===== src/rtl/game_pkg.sv =====
// Shared types and constants for the game controller: FSM state encoding,
// key codes and the lives counter width.
package game_pkg;

  localparam int         LIVES_W    = 2;
  localparam logic [7:0] KEY_START  = 8'h28;
  localparam logic [7:0] KEY_ATTACK = 8'h2C;

  typedef enum logic [2:0] {
    S_IDLE    = 3'd0,
    S_PLAY    = 3'd1,
    S_HIT     = 3'd2,
    S_RESPAWN = 3'd3,
    S_WIN     = 3'd4,
    S_OVER    = 3'd5
  } state_e;

endpackage


===== src/rtl/game_ctrl_frame_timer.sv =====
// Frame down-counter: load strobe with load value, decrement enable,
// done flags a count of zero. Used for the respawn and invulnerability timers.
module frame_timer #(
  parameter int W = 8
) (
  input  logic         clk,
  input  logic         rst_n,
  input  logic         load,
  input  logic [W-1:0] value,
  input  logic         dec,
  output logic         done
);

  logic [W-1:0] count_q;

  always_ff @(posedge clk or negedge rst_n) begin
    if (!rst_n) begin
      count_q <= '0;
    end else if (load) begin
      count_q <= value;
    end else if (dec && (count_q != '0)) begin
      count_q <= count_q - 1'b1;
    end
  end

  assign done = (count_q == '0);

endmodule


===== src/rtl/game_ctrl.sv =====
// Game flow controller: start/play/hit/respawn/win/over FSM with lives and
// sticky enemy kill flags. Define GAME_CTRL_SCORE_EN to enable the kill score.
module game_ctrl
  import game_pkg::*;
#(
  parameter int NUM_ENEMIES    = 3,
  parameter int LIVES_INIT     = 3,
  parameter int RESPAWN_FRAMES = 30,
  parameter int INVULN_FRAMES  = 60
) (
  input  logic                   frame_clk,
  input  logic                   Reset_n,
  input  logic [7:0]             keycode,
  input  logic [NUM_ENEMIES-1:0] enemy_touch,
  input  logic [NUM_ENEMIES-1:0] sword_hit,
  output logic                   dead,
  output logic [NUM_ENEMIES-1:0] enemy_dead_flag,
  output logic [LIVES_W-1:0]     lives,
  output logic [2:0]             game_state,
  output logic                   invuln,
  output logic [7:0]             score
);

  localparam int RT_W = (RESPAWN_FRAMES > 1) ? $clog2(RESPAWN_FRAMES) : 1;
  localparam int IV_W = $clog2(INVULN_FRAMES + 1);

  state_e                 state_q, state_d;
  logic [NUM_ENEMIES-1:0] flags_q, flags_d;
  logic [LIVES_W-1:0]     lives_q, lives_d;
  logic                   dead_q, dead_d;
  logic [7:0]             prev_key_q;

  logic                   start, damage;
  logic [NUM_ENEMIES-1:0] kill_v;
  logic                   rt_load, rt_dec, rt_done;
  logic                   iv_load, iv_dec, iv_done;
  logic [IV_W-1:0]        iv_val;

  // Edge-detect the start key so holding it down does not retrigger.
  assign start  = (keycode == KEY_START) && (prev_key_q != KEY_START);
  assign kill_v = (keycode == KEY_ATTACK) ? (sword_hit & ~flags_q) : '0;
  assign damage = (|(enemy_touch & ~flags_q & ~kill_v)) && iv_done;

  always_comb begin
    state_d = state_q;
    flags_d = flags_q;
    lives_d = lives_q;
    rt_load = 1'b0;
    rt_dec  = 1'b0;
    iv_load = 1'b0;
    iv_val  = '0;
    iv_dec  = 1'b0;
    case (state_q)
      S_IDLE: begin
        if (start) begin
          state_d = S_PLAY;
          lives_d = LIVES_W'(LIVES_INIT);
          flags_d = '0;
          iv_load = 1'b1;
        end
      end
      S_PLAY: begin
        flags_d = flags_q | kill_v;
        iv_dec  = 1'b1;
        if (damage) begin
          state_d = S_HIT;
          lives_d = (lives_q == '0) ? '0 : lives_q - 1'b1;
          rt_load = 1'b1;
        end else if (&flags_q) begin
          state_d = S_WIN;
        end
      end
      S_HIT: begin
        if (lives_q == '0)  state_d = S_OVER;
        else if (rt_done)   state_d = S_RESPAWN;
        else                rt_dec  = 1'b1;
      end
      S_RESPAWN: begin
        state_d = S_PLAY;
        iv_load = 1'b1;
        iv_val  = IV_W'(INVULN_FRAMES);
      end
      S_WIN, S_OVER: begin
        if (start) state_d = S_IDLE;
      end
      default: state_d = S_IDLE;
    endcase
    dead_d = (state_d == S_HIT) || (state_d == S_RESPAWN);
  end

  always_ff @(posedge frame_clk or negedge Reset_n) begin
    if (!Reset_n) begin
      state_q    <= S_IDLE;
      flags_q    <= '0;
      lives_q    <= '0;
      dead_q     <= 1'b0;
      prev_key_q <= 8'h00;
    end else begin
      state_q    <= state_d;
      flags_q    <= flags_d;
      lives_q    <= lives_d;
      dead_q     <= dead_d;
      prev_key_q <= keycode;
    end
  end

  frame_timer #(.W(RT_W)) u_respawn_timer (
    .clk   (frame_clk),
    .rst_n (Reset_n),
    .load  (rt_load),
    .value (RT_W'(RESPAWN_FRAMES - 1)),
    .dec   (rt_dec),
    .done  (rt_done)
  );

  frame_timer #(.W(IV_W)) u_invuln_timer (
    .clk   (frame_clk),
    .rst_n (Reset_n),
    .load  (iv_load),
    .value (iv_val),
    .dec   (iv_dec),
    .done  (iv_done)
  );

`ifdef GAME_CTRL_SCORE_EN
  logic [7:0] score_q;
  logic [7:0] kill_cnt;
  logic [8:0] score_sum;

  always_comb begin
    kill_cnt = '0;
    for (int i = 0; i < NUM_ENEMIES; i++) kill_cnt = kill_cnt + 8'(kill_v[i]);
    score_sum = {1'b0, score_q} + {1'b0, kill_cnt};
  end

  always_ff @(posedge frame_clk or negedge Reset_n) begin
    if (!Reset_n) begin
      score_q <= 8'h00;
    end else if ((state_q == S_IDLE) && start) begin
      score_q <= 8'h00;
    end else if (state_q == S_PLAY) begin
      score_q <= score_sum[8] ? 8'hFF : score_sum[7:0];
    end
  end

  assign score = score_q;
`else
  assign score = 8'h00;
`endif

  assign dead            = dead_q;
  assign enemy_dead_flag = flags_q;
  assign lives           = lives_q;
  assign game_state      = state_q;
  assign invuln          = ~iv_done;

endmodule


===== config.mk =====
export PLATFORM = sky130hd
export DESIGN_NAME = game_ctrl
export DESIGN_NICKNAME = d
export VERILOG_FILES = /design/src/rtl/game_pkg.sv /design/src/rtl/game_ctrl_frame_timer.sv /design/src/rtl/game_ctrl.sv
export SDC_FILE = /design/constraint.sdc
export NUM_CORES = 1
export LEC_CHECK = 0
export CAP_MARGIN = 25
export CORE_UTILIZATION = 49
export DETAILED_ROUTE_END_ITERATION = 12
export PLACE_DENSITY = 0.81
export SKIP_LAST_GASP = 1
export SYNTH_ARGS = -nofsm -noshare
export SYNTH_HDL_FRONTEND = slang
export SYNTH_SLANG_ARGS = --single-unit

===== constraint.sdc =====
create_clock -name frame_clk -period 2.05 [get_ports frame_clk]
set_input_delay 0.41 -clock frame_clk [delete_from_list [all_inputs] [get_ports frame_clk]]
set_output_delay 0.41 -clock frame_clk [all_outputs]
set_load 0.01 [all_outputs]

==> flow_summary_export.csv, run 1 <==
group,metric,value,unit
detailed_routing,wl_per_cell,15.39,µm
detailed_routing,vias,1198,
synthesis,avgSynthCellArea,10.56,µm²
power,ir_drop,465.1,µV
run_status,failed_checks,"DRC, setup timing",
clock_tree,cts_buffers,3,
synthesis,async_reset_ff_frac,1.000,
synthesis,synthTopCellsByArea,"dfrtp_1 (47%), buf_4 (4.1%), xor2_1 (3.6%)",
critical_path,cp_slowest_cell,"or4b_4",
synthesis,ys_seq_elements,28,
die,rows,19,
final_layout,fin_util,0.6954,
synthesis,synth_edf_count,0,
synthesis,yosysTopAreaCell,"dfrtp_1",
detailed_routing,drtIter0Drc,20,
critical_path,crit_buf_inv,3,
synthesis,synth_xor_area_frac,0.04738,
global_route,grtUsageTotal,0.2188,
global_route,grt_pass1_wl,5547,µm
critical_path,cp_max_fo,2,
placement,gp_congestion,0.9158,
synthesis,synth_compound_area_frac,0.1261,
clock_tree,cts_htree_levels,1,
die,die_y,56.94,µm
sta,rsz0062_at_grt,"true",
placement,hpwlAfterDp,2400,µm
die,die_w,56.94,µm
die,start_util,0.5272,
critical_path,crit_path_start_kind,"flop",
critical_path,rrSetupSlack,-0.04,ns
sta,relSlewSlack,0.6377,
synthesis,yosys.area_share.simple,0.2394,
critical_path,crit_required,1.64,ns
clock_tree,cts.sinks,28,
synthesis,syn_area,0.001479,mm²
critical_path,crit_path_cell_trace,"inv_2 > ha_4 > or4b_4 > nor2_4 > inv_1 > buf_2",
run_status,status,"finished, violations left",
run,cap_viol_max_count,0,
synthesis,synthAdderAreaFrac,0.03384,
sta,fmax,471.5,MHz
clock_tree,cts_root_buffer,"clkbuf_4",
synthesis,syn_inst,140,
final_layout,multiInputGateArea,750.7,µm²
synthesis,synth_mux_area_frac,0.007614,
power,leakage,0.0007711,µW
final_layout,fin_nets,204,
detailed_routing,routed_wl,3294,µm
final_layout,nFillCells,229,
synthesis,netlist.area_leader.share,0.4738,
final_layout,antennaDiodeCount,0,
global_route,first_global_vias,1255,
sta,finClkSkew,0.005624,ns
detailed_routing,drc_errors,4,
global_route,grt_start_max_net_pins,29,
critical_path,slowest_delay,0.48,ns
sta,fin_crit,2.121,ns
synthesis,ys_warn_count,0,
detailed_routing,ant_nets,0,
sta,tightest_slew,0.5389,ns
clock_tree,cts_tree,"yes",
sta,setup_viol,6,
critical_path,endpoint_kind,"output port",
synthesis,synth_cell_types,45,
final_layout,final_area,0.001951,mm²
clock_tree,clk_latency,0.33,ns
min_path,holdCritPathClass,"in -> async",
die,die-area,0.003242,mm²
final_layout,final_layout_size_suffix_gt1_frac,0.2295,
global_route,antenna_found_initial,0,
clock_tree,cts_hold_buf,0,
global_route,grt.overflow.total,0,
detailed_routing,drt_pass1_iterations,8,
synthesis,synth_top_family_by_area,"simple AND/OR/NAND/NOR gates",
synthesis,yosysSeqAreaShare,0.4738,
power,p_per_area,724.2,mW/mm²
placement,post_dp_cell_area,0.001823,mm²
critical_path,cp_top_family,"simple AND/OR/NAND/NOR gates",
sta,fin_crit_sh,1.035,
synthesis,ys.flop_type,"dfrtp_1",
final_layout,syn2layout_area_growth,31.90,%
die,fp.coreArea,0.002805,mm²
critical_path,crit_arrival,1.71,ns
sta,holdWs,0.4395,ns
sta,maxSlewViolCount,0,
die,io-pin-count,34,
clock_tree,clkTransAtPathRegs,0.16,ns
sta,finalHoldViolCount,0,
detailed_routing,vias_per_cell,5.598,
clock_tree,clock_path_buffers,2,
sta,worst_slack,-0.07090,ns
placement,port-buffer-count,25,
final_layout,seqCellArea,701.9,µm²
critical_path,path_class,"reg -> out",
==> timing repair <==
| action | CTS | global route |
|---|---|---|
| hold endpoints to repair | 0 | 0 |
| resized for setup | 12 | 5 |
| gates cloned | 0 | 0 |
| pin swaps | 3 | 3 |
| setup endpoints to repair | 8 | 12 |
| buffers inserted | 3 | 1 |
==> through the flow <==
| step | TNS, ns | setup slack (ns) | total power, µW | cells |
|---|---|---|---|---|
| 3_5_place_dp | -1.427 | -0.1852 | 966.3 | 206 |
| 6_report | -0.1401 | -0.07090 | 1413 | 214 |
| 4_1_cts | -0.2753 | -0.09121 | 1397 | 213 |
| 3_3_place_gp | -1.483 | -0.1769 | 952.8 | 206 |
| 5_1_grt | -1.078 | -0.1548 | 1494 | 214 |
| 2_1_floorplan | 0 | 0.2065 | 808.8 | 147 |
==> metal layers <==
metal / up-vias / track usage / routed length [µm]
met4: 0 / 0.06969 / 61
met3: 8 / 0.02721 / 113
met2: 32 / 0.4000 / 1746
li1: 571 / - / -
met1: 587 / 0.2683 / 1373
met5: - / 0 / 0
==> layout make-up <==
| type | count | share of cell area |
|---|---|---|
| clock buffer | 3 | 0.01155 |
| clock inverter | 1 | 0.01539 |
| inverter | 9 | 0.01732 |
| multi-input combinational | 100 | 0.3849 |
| sequential | 28 | 0.3598 |
| tap | 31 | 0.01988 |
| timing repair buffer | 42 | 0.1911 |
==> cell usage after synthesis, types with 2 or more instances <==
library cell	instances
a31oi_1	3
buf_4	8
nand4b_2	2
nor3_1	2
or4b_1	2
nor2_1	13
nand2_1	6
o21ai_0	9
nand3_1	9
xnor2_1	2
inv_1	9
or3_1	2
ha_1	4
xor2_1	6
dfrtp_1	28
nor4b_1	2
a21oi_1	4
o21ba_2	2
==> power breakdown <==
group          internal, µW  switching (µW)
registers               611            65.1
logic                   218             153
clock network           198             168
total                  1030             386
==> state kept, by name, indices dropped and copies added (netlist names) <==
name and flops:
enemy_dead_flag 3, game_state 3, u_invuln_timer.count_q 6, lives 2, u_respawn_timer.count_q 5, prev_key_q 8, dead 1
==> path summary, 6_finish.rpt <==
| kind | from | cells past startpoint | end |
|---|---|---|---|
| worst max-delay path | u_invuln_timer.count_q[0] | 6 | invuln |
| worst min-delay path | Reset_n | 2 | game_state[1] |
| worst max register to register | u_invuln_timer.count_q[0] | 9 | lives[0] |
| worst min register to register | u_respawn_timer.count_q[4] | 2 | u_respawn_timer.count_q[4] |
| max in group asynchronous | Reset_n | 2 | game_state[2] |
| min in group frame_clk | keycode[5] | 1 | prev_key_q[5] |
==> placed cells by master, fill, tap and decap left out, types with 3 or more instances in the layout <==
| cell | synthesis | layout |
|---|---|---|
| dfrtp_1 | 28 | 27 |
| a21oi_1 | 4 | 4 |
| xor2_1 | 6 | 6 |
| conb_1 | 1 | 8 |
| nand3_1 | 9 | 9 |
| clkbuf_4 | 0 | 3 |
| o21ai_0 | 9 | 6 |
| nor2_1 | 13 | 13 |
| o21ai_1 | 0 | 3 |
| nand2_1 | 6 | 6 |
| buf_4 | 8 | 17 |
| inv_1 | 9 | 7 |
| ha_1 | 4 | 3 |
| clkdlybuf4s50_1 | 0 | 24 |
==> logic make-up after synthesis <==
kind of cell | count (synthesis)
AO/OA/AOI/OAI | 27
multiplexers | 1
adder cells (fa/ha/maj) | 4
AND/OR/NAND/NOR | 52
buffers and inverters | 19
XOR/XNOR | 8
other | 1
flip-flops | 28
No activity file was read; power rests on OpenSTA's default activity.
==> inputs of run 2 (changes only) <==
==> constraint.sdc (replaced) <==
create_clock -name frame_clk -period 2.05 [get_ports frame_clk]
set_input_delay 0.615 -clock frame_clk [delete_from_list [all_inputs] [get_ports frame_clk]]
set_output_delay 0.615 -clock frame_clk [all_outputs]
set_load 0.01 [all_outputs]
==> flow_summary_export.csv, run 2 (synthesized netlist as in run 1, its figures left out) <==
group,metric,value,unit
final_layout,largest_register,"prev_key_q",
final_layout,final_layout_size_suffix_gt1_frac,0.3037,
placement,post_dp_cell_area,0.001846,mm²
power,p_clk_frac,0.244,
detailed_routing,ant_nets,0,
placement,hpwlAfterDp,2494,µm
sta,finClkSkew,0.01218,ns
critical_path,crit_buf_inv,3,
power,p_per_area,707.2,mW/mm²
clock_tree,cts_buffers,3,
min_path,holdCritPathClass,"in -> reg",
sta,holdWs,0.4792,ns
global_route,grt_pass1_wl,5499,µm
die,rows,19,
sta,relSlewSlack,0.6282,
critical_path,crit_arrival,1.72,ns
clock_tree,clock_path_buffers,2,
detailed_routing,drt_pass1_iterations,9,
critical_path,cp_max_fo,2,
critical_path,crit_path_start_kind,"flop",
clock_tree,cts.sinks,28,
power,p_comb_frac,0.306,
sta,setup_viol,10,
placement,gp_congestion,0.9401,
power,p_sw_frac,0.2759,
sta,fin_setup_tns,-0.8913,ns
clock_tree,clkTransAtPathRegs,0.15,ns
clock_tree,cts_hold_buf,0,
clock_tree,clk_latency,0.33,ns
detailed_routing,wl_per_cell,16.79,µm
sta,worst_slack,-0.2894,ns
critical_path,cp_top_family,"simple AND/OR/NAND/NOR gates",
sta,fmax,427.5,MHz
die,die-area,0.003242,mm²
final_layout,mostFrequentLayoutCells,"dfrtp_1 (27), buf_4 (23), clkdlybuf4s50_1 (22), nor2_1 (13), nand3_1 (9)",
run,cap_viol_max_count,0,
clock_tree,cts_root_buffer,"clkbuf_4",
final_layout,largest_registers,"prev_key_q x8, u_invuln_timer.count_q x6, u_respawn_timer.count_q x5",
global_route,antenna_found_initial,0,
power,pwr-share-seq,0.450,
detailed_routing,drtIter0Drc,37,
final_layout,final_area,0.002079,mm²
final_layout,syn2layout_area_growth,40.61,%
die,die_w,56.94,µm
power,power.switching,405.8,µW
sta,finalHoldViolCount,0,
global_route,grtUsageTotal,0.2228,
clock_tree,cts_htree_levels,1,
detailed_routing,routed_wl,3728,µm
detailed_routing,drc_errors,5,
critical_path,slowest_delay,0.48,ns
final_layout,antennaDiodeCount,0,
die,io-pin-count,34,
clock_tree,cts_tree,"yes",
placement,dpl.cell_count,209,
sta,maxSlewViolCount,0,
placement,port-buffer-count,25,
detailed_routing,vias_per_cell,5.640,
critical_path,path_class,"reg -> out",
sta,fin_crit,2.339,ns
run_status,status,"finished, violations left",
critical_path,cp_slowest_cell,"or4b_4",
sta,rsz0062_at_grt,"true",
power,ir_drop,519.0,µV
critical_path,crit_required,1.43,ns
power,leakage,0.0008462,µW
final_layout,largest_reg_flops,8,
sta,tightest_slew,0.5531,ns
sta,fin_crit_sh,1.141,
die,start_util,0.5272,
final_layout,fin_nets,212,
critical_path,crit_path_cell_trace,"inv_2 > ha_4 > or4b_4 > nor2_4 > inv_1 > buf_2",
power,p_int,1065,µW
global_route,first_global_vias,1242,
critical_path,endpoint_kind,"output port",
global_route,grt.overflow.total,0,
die,fp.coreArea,0.002805,mm²
final_layout,final_common_cell,"dfrtp_1",
global_route,grt_start_max_net_pins,29,
run_status,failed_checks,"DRC, setup timing",
final_layout,finalNonFillerCells,222,
detailed_routing,vias,1252,
die,die_y,56.94,µm
-- run 2: what timing repair did --
item                                    CTS  global route
pin swaps                                 6            13
resized for setup                        18            14
buffers inserted                          4             6
endpoints found under the setup margin   13            14
-- run 2: power groups by stage --
stage | clock network, µW | registers [µW] | logic, µW
after global routing | 389 | 669 | 476
final | 358 | 662 | 450
after global placement | 0 | 664 | 306
after detailed placement | 0 | 666 | 318
after floorplan | 0 | 674 | 134
after CTS | 364 | 660 | 387
-- run 2: per-layer routing --
metal | wire length, µm | vias up | global-route usage | part of all wire
li1 | - | 584 | - | -
met5 | 0 | - | 0 | 0
met1 | 1369 | 606 | 0.2789 | 0.37
met3 | 209 | 12 | 0.04989 | 0.056
met4 | 125 | 0 | 0.09059 | 0.034
met2 | 2024 | 50 | 0.3748 | 0.54
-- run 2: layout make-up --
cell class | count | area (µm²)
sequential | 28 | 701.9
inverter | 9 | 33.78
multi-input combinational | 100 | 807.0
timing repair buffer | 50 | 445.4
fill | 189 | 725.7
clock buffer | 3 | 22.52
clock inverter | 1 | 30.03
tap | 31 | 38.79
-- run 2: worst register-to-register path, cell delays in order (launching register included) --
cell and delay (ns):
dfrtp_1 0.43, inv_2 0.09, ha_4 0.13, or4b_4 0.48, nor2_4 0.11, buf_4 0.11
buf_6 0.11, nand4b_1 0.11, buf_6 0.16, a311oi_4 0.28, o21ba_2 0.17
-- run 2: path summary, 6_finish.rpt --
check	cells after the start	startpoint	slack [ns]	to
setup / recovery	6	u_invuln_timer.count_q[0]	-0.29	invuln
hold / removal	1	keycode[2]	0.48	prev_key_q[2]
setup reg to reg	10	u_invuln_timer.count_q[0]	-0.16	dead
hold reg to reg	2	u_respawn_timer.count_q[4]	0.57	u_respawn_timer.count_q[4]
max in group asynchronous	2	Reset_n	1.14	game_state[0]
min in group asynchronous	2	Reset_n	0.63	prev_key_q[2]
-- run 2: per-stage QoR --
step / setup WS, ns / power [µW] / util
finish: -0.2894 / 1471 / 0.7413
global route: -0.3794 / 1534 / 0.7413
CTS: -0.2958 / 1411 / 0.6963
detailed placement: -0.4029 / 983.2 / 0.6579
global placement: -0.3776 / 970.8 / 0.6579
floorplan: 0.1606 / 808.8 / -
==> inputs of run 3 (changes only) <==
--- a/config.mk
+++ b/config.mk
@@ -6,6 +6,8 @@
 export NUM_CORES = 1
 export LEC_CHECK = 0
 export CAP_MARGIN = 25
+export CORE_ASPECT_RATIO = 0.7
+export CORE_MARGIN = 3
 export CORE_UTILIZATION = 49
 export DETAILED_ROUTE_END_ITERATION = 12
 export PLACE_DENSITY = 0.81
==> flow_summary_export.csv, run 3 (synthesized netlist as in run 1, its figures left out) <==
group,metric,value,unit
sta,fmax,442.9,MHz
sta,worst_slack,-0.2080,ns
sta,finClkSkew,0.002401,ns
sta,fin_setup_tns,-0.4763,ns
clock_tree,cts_root_buffer,"clkbuf_8",
detailed_routing,vias,1218,
detailed_routing,drt_pass1_iterations,4,
min_path,holdCritPathClass,"in -> reg",
die,rows,16,
run,cap_viol_max_count,0,
critical_path,endpoint_kind,"output port",
power,pwr-share-seq,0.445,
final_layout,syn2layout_area_growth,39.26,%
run_status,status,"finished, violations left",
critical_path,crit_arrival,1.64,ns
critical_path,rrSetupSlack,-0.12,ns
die,io-pin-count,34,
final_layout,fin_nets,209,
global_route,grtUsageTotal,0.2012,
critical_path,ff2ff_path_depth,9,
power,p_clk_frac,0.283,
final_layout,final_layout_size_suffix_gt1_frac,0.2660,
die,fp.coreArea,0.002843,mm²
sta,relSlewSlack,0.6515,
clock_tree,cts_tree,"yes",
detailed_routing,ant_nets,0,
clock_tree,clk_latency,0.27,ns
power,leakage,0.0008658,µW
detailed_routing,wl_per_cell,15.50,µm
run_status,failed_checks,"setup timing",
die,die_w,71.67,µm
placement,hpwlAfterDp,2629,µm
final_layout,largest_register,"prev_key_q",
critical_path,cp_slowest_cell,"or4b_4",
power,total_power,1491,µW
final_layout,fin_util,0.7245,
critical_path,path_class,"reg -> out",
power,p_sw_frac,0.2626,
power,p_int,1100,µW
detailed_routing,vias_per_cell,5.438,
sta,tightest_slew,0.5155,ns
final_layout,antennaDiodeCount,0,
global_route,grt.overflow.total,0,
clock_tree,cts_buffers,3,
power,power.switching,391.6,µW
global_route,grt_start_max_net_pins,29,
detailed_routing,drtIter0Drc,36,
clock_tree,clkTransAtPathRegs,0.09,ns
global_route,grt_pass1_wl,5727,µm
sta,maxSlewViolCount,0,
critical_path,slowest_delay,0.48,ns
placement,post_dp_cell_area,0.001859,mm²
global_route,antenna_found_initial,0,
critical_path,crit_buf_inv,3,
final_layout,mostFrequentLayoutCells,"dfrtp_1 (27), buf_4 (22), clkdlybuf4s50_1 (16), nor2_1 (13), nand3_1 (9)",
clock_tree,cts.sinks,28,
sta,rsz0062_at_grt,"true",
clock_tree,cts_hold_buf,0,
min_path,holdPathStages,1,
global_route,first_global_vias,1259,
die,start_util,0.5202,
final_layout,nFillCells,206,
final_layout,largest_registers,"prev_key_q x8, u_invuln_timer.count_q x6, u_respawn_timer.count_q x5",
power,p_per_area,724.0,mW/mm²
final_layout,largest_reg_flops,8,
detailed_routing,routed_wl,3471,µm
sta,fin_crit,2.258,ns
sta,setup_viol,4,
min_path,hold_path_end,"prev_key_q[5]",
die,die_y,51.97,µm
critical_path,regToRegEndpoint,"dead",
die,die-area,0.003724,mm²
clock_tree,clock_path_buffers,2,
power,p_comb_frac,0.272,
sta,fin_crit_sh,1.101,
critical_path,crit_path_start_kind,"flop",
critical_path,cp_max_fo,2,
critical_path,reg2reg_from,"u_invuln_timer.count_q[0]",
placement,gp_congestion,0.8441,
critical_path,crit_path_cell_trace,"inv_2 > ha_4 > or4b_4 > nor2_4 > inv_1 > buf_2",
final_layout,final_common_cell,"dfrtp_1",
detailed_routing,drc_errors,0,
min_path,hold_start,"keycode[5]",
critical_path,cp_top_family,"simple AND/OR/NAND/NOR gates",
placement,port-buffer-count,25,
clock_tree,cts_htree_levels,1,
critical_path,crit_required,1.43,ns
sta,finalHoldViolCount,0,
power,ir_drop,535.9,µV
final_layout,final_area,0.002059,mm²
[run 3: cell types whose count changed in the layout (fill, tap and decap cells not counted), sizes merged]
cell	change
clkdlybuf4s50	-6
dlygate4sd2	+2
buf	-3
dlymetal6s2s	+4
[run 3: worst reg2reg max path: cells and delay by family (launching register included)]
kind	cells	cell delay, ns
AOI/OAI and AO/OA	2	0.49
adders and majority gates	1	0.13
DFF	1	0.40
and+or+nand+nor	3	0.69
buffers and inverters	3	0.42
[run 3: what timing repair did]
action                     4_1_cts  5_1_grt
setup endpoints to repair       14       22
setup buffers                    4        3
pin swaps                        8        7
gates resized for setup         18       13
[run 3: stage by stage]
stage               hold slack (ns)  setup slack [ns]  cells
detailed placement           0.5363           -0.4078    215
global route                 0.4787           -0.2747    224
CTS                          0.5676           -0.2230    222
global placement             0.5130           -0.3127    215
floorplan                    0.3194            0.1606    147
finish                       0.5006           -0.2080    224
[run 3: area by class of cell]
class                      instances  area [µm²]  area share
timing repair buffer              47       422.9      0.2053
tap                               36       45.04     0.02187
clock inverter                     1       30.03     0.01458
multi-input combinational        100       784.5      0.3809
sequential                        28       701.9      0.3408
inverter                           9       33.78     0.01640
clock buffer                       3       41.29     0.02005
[run 3: worst max path at each step]
stage / start / endpoint / slack (ns) / cells past startpoint
finish: u_invuln_timer.count_q[0] / invuln / -0.21 / 6
global route: u_invuln_timer.count_q[0] / invuln / -0.27 / 6
detailed placement: keycode[4] / lives[0] / -0.41 / 7
global placement: keycode[1] / u_invuln_timer.count_q[1] / -0.31 / 6
floorplan: keycode[4] / u_invuln_timer.count_q[2] / 0.16 / 5
CTS: u_invuln_timer.count_q[0] / invuln / -0.22 / 6
[run 3: metal layers]
layer	vias to the layer above	GRT usage	part of all wire
li1	579	-	-
met1	592	0.2461	0.43
met2	41	0.3613	0.50
met3	6	0.04826	0.058
met4	0	0.04375	0.012
met5	-	0	0
[run 3: power groups by stage]
stage / Sequential (µW) / Clock, µW / Combinational (µW)
after floorplan: 674 / 0 / 134
after global placement: 665 / 0 / 308
after detailed placement: 666 / 0 / 326
after CTS: 661 / 434 / 377
after global routing: 671 / 467 / 442
final: 664 / 422 / 406
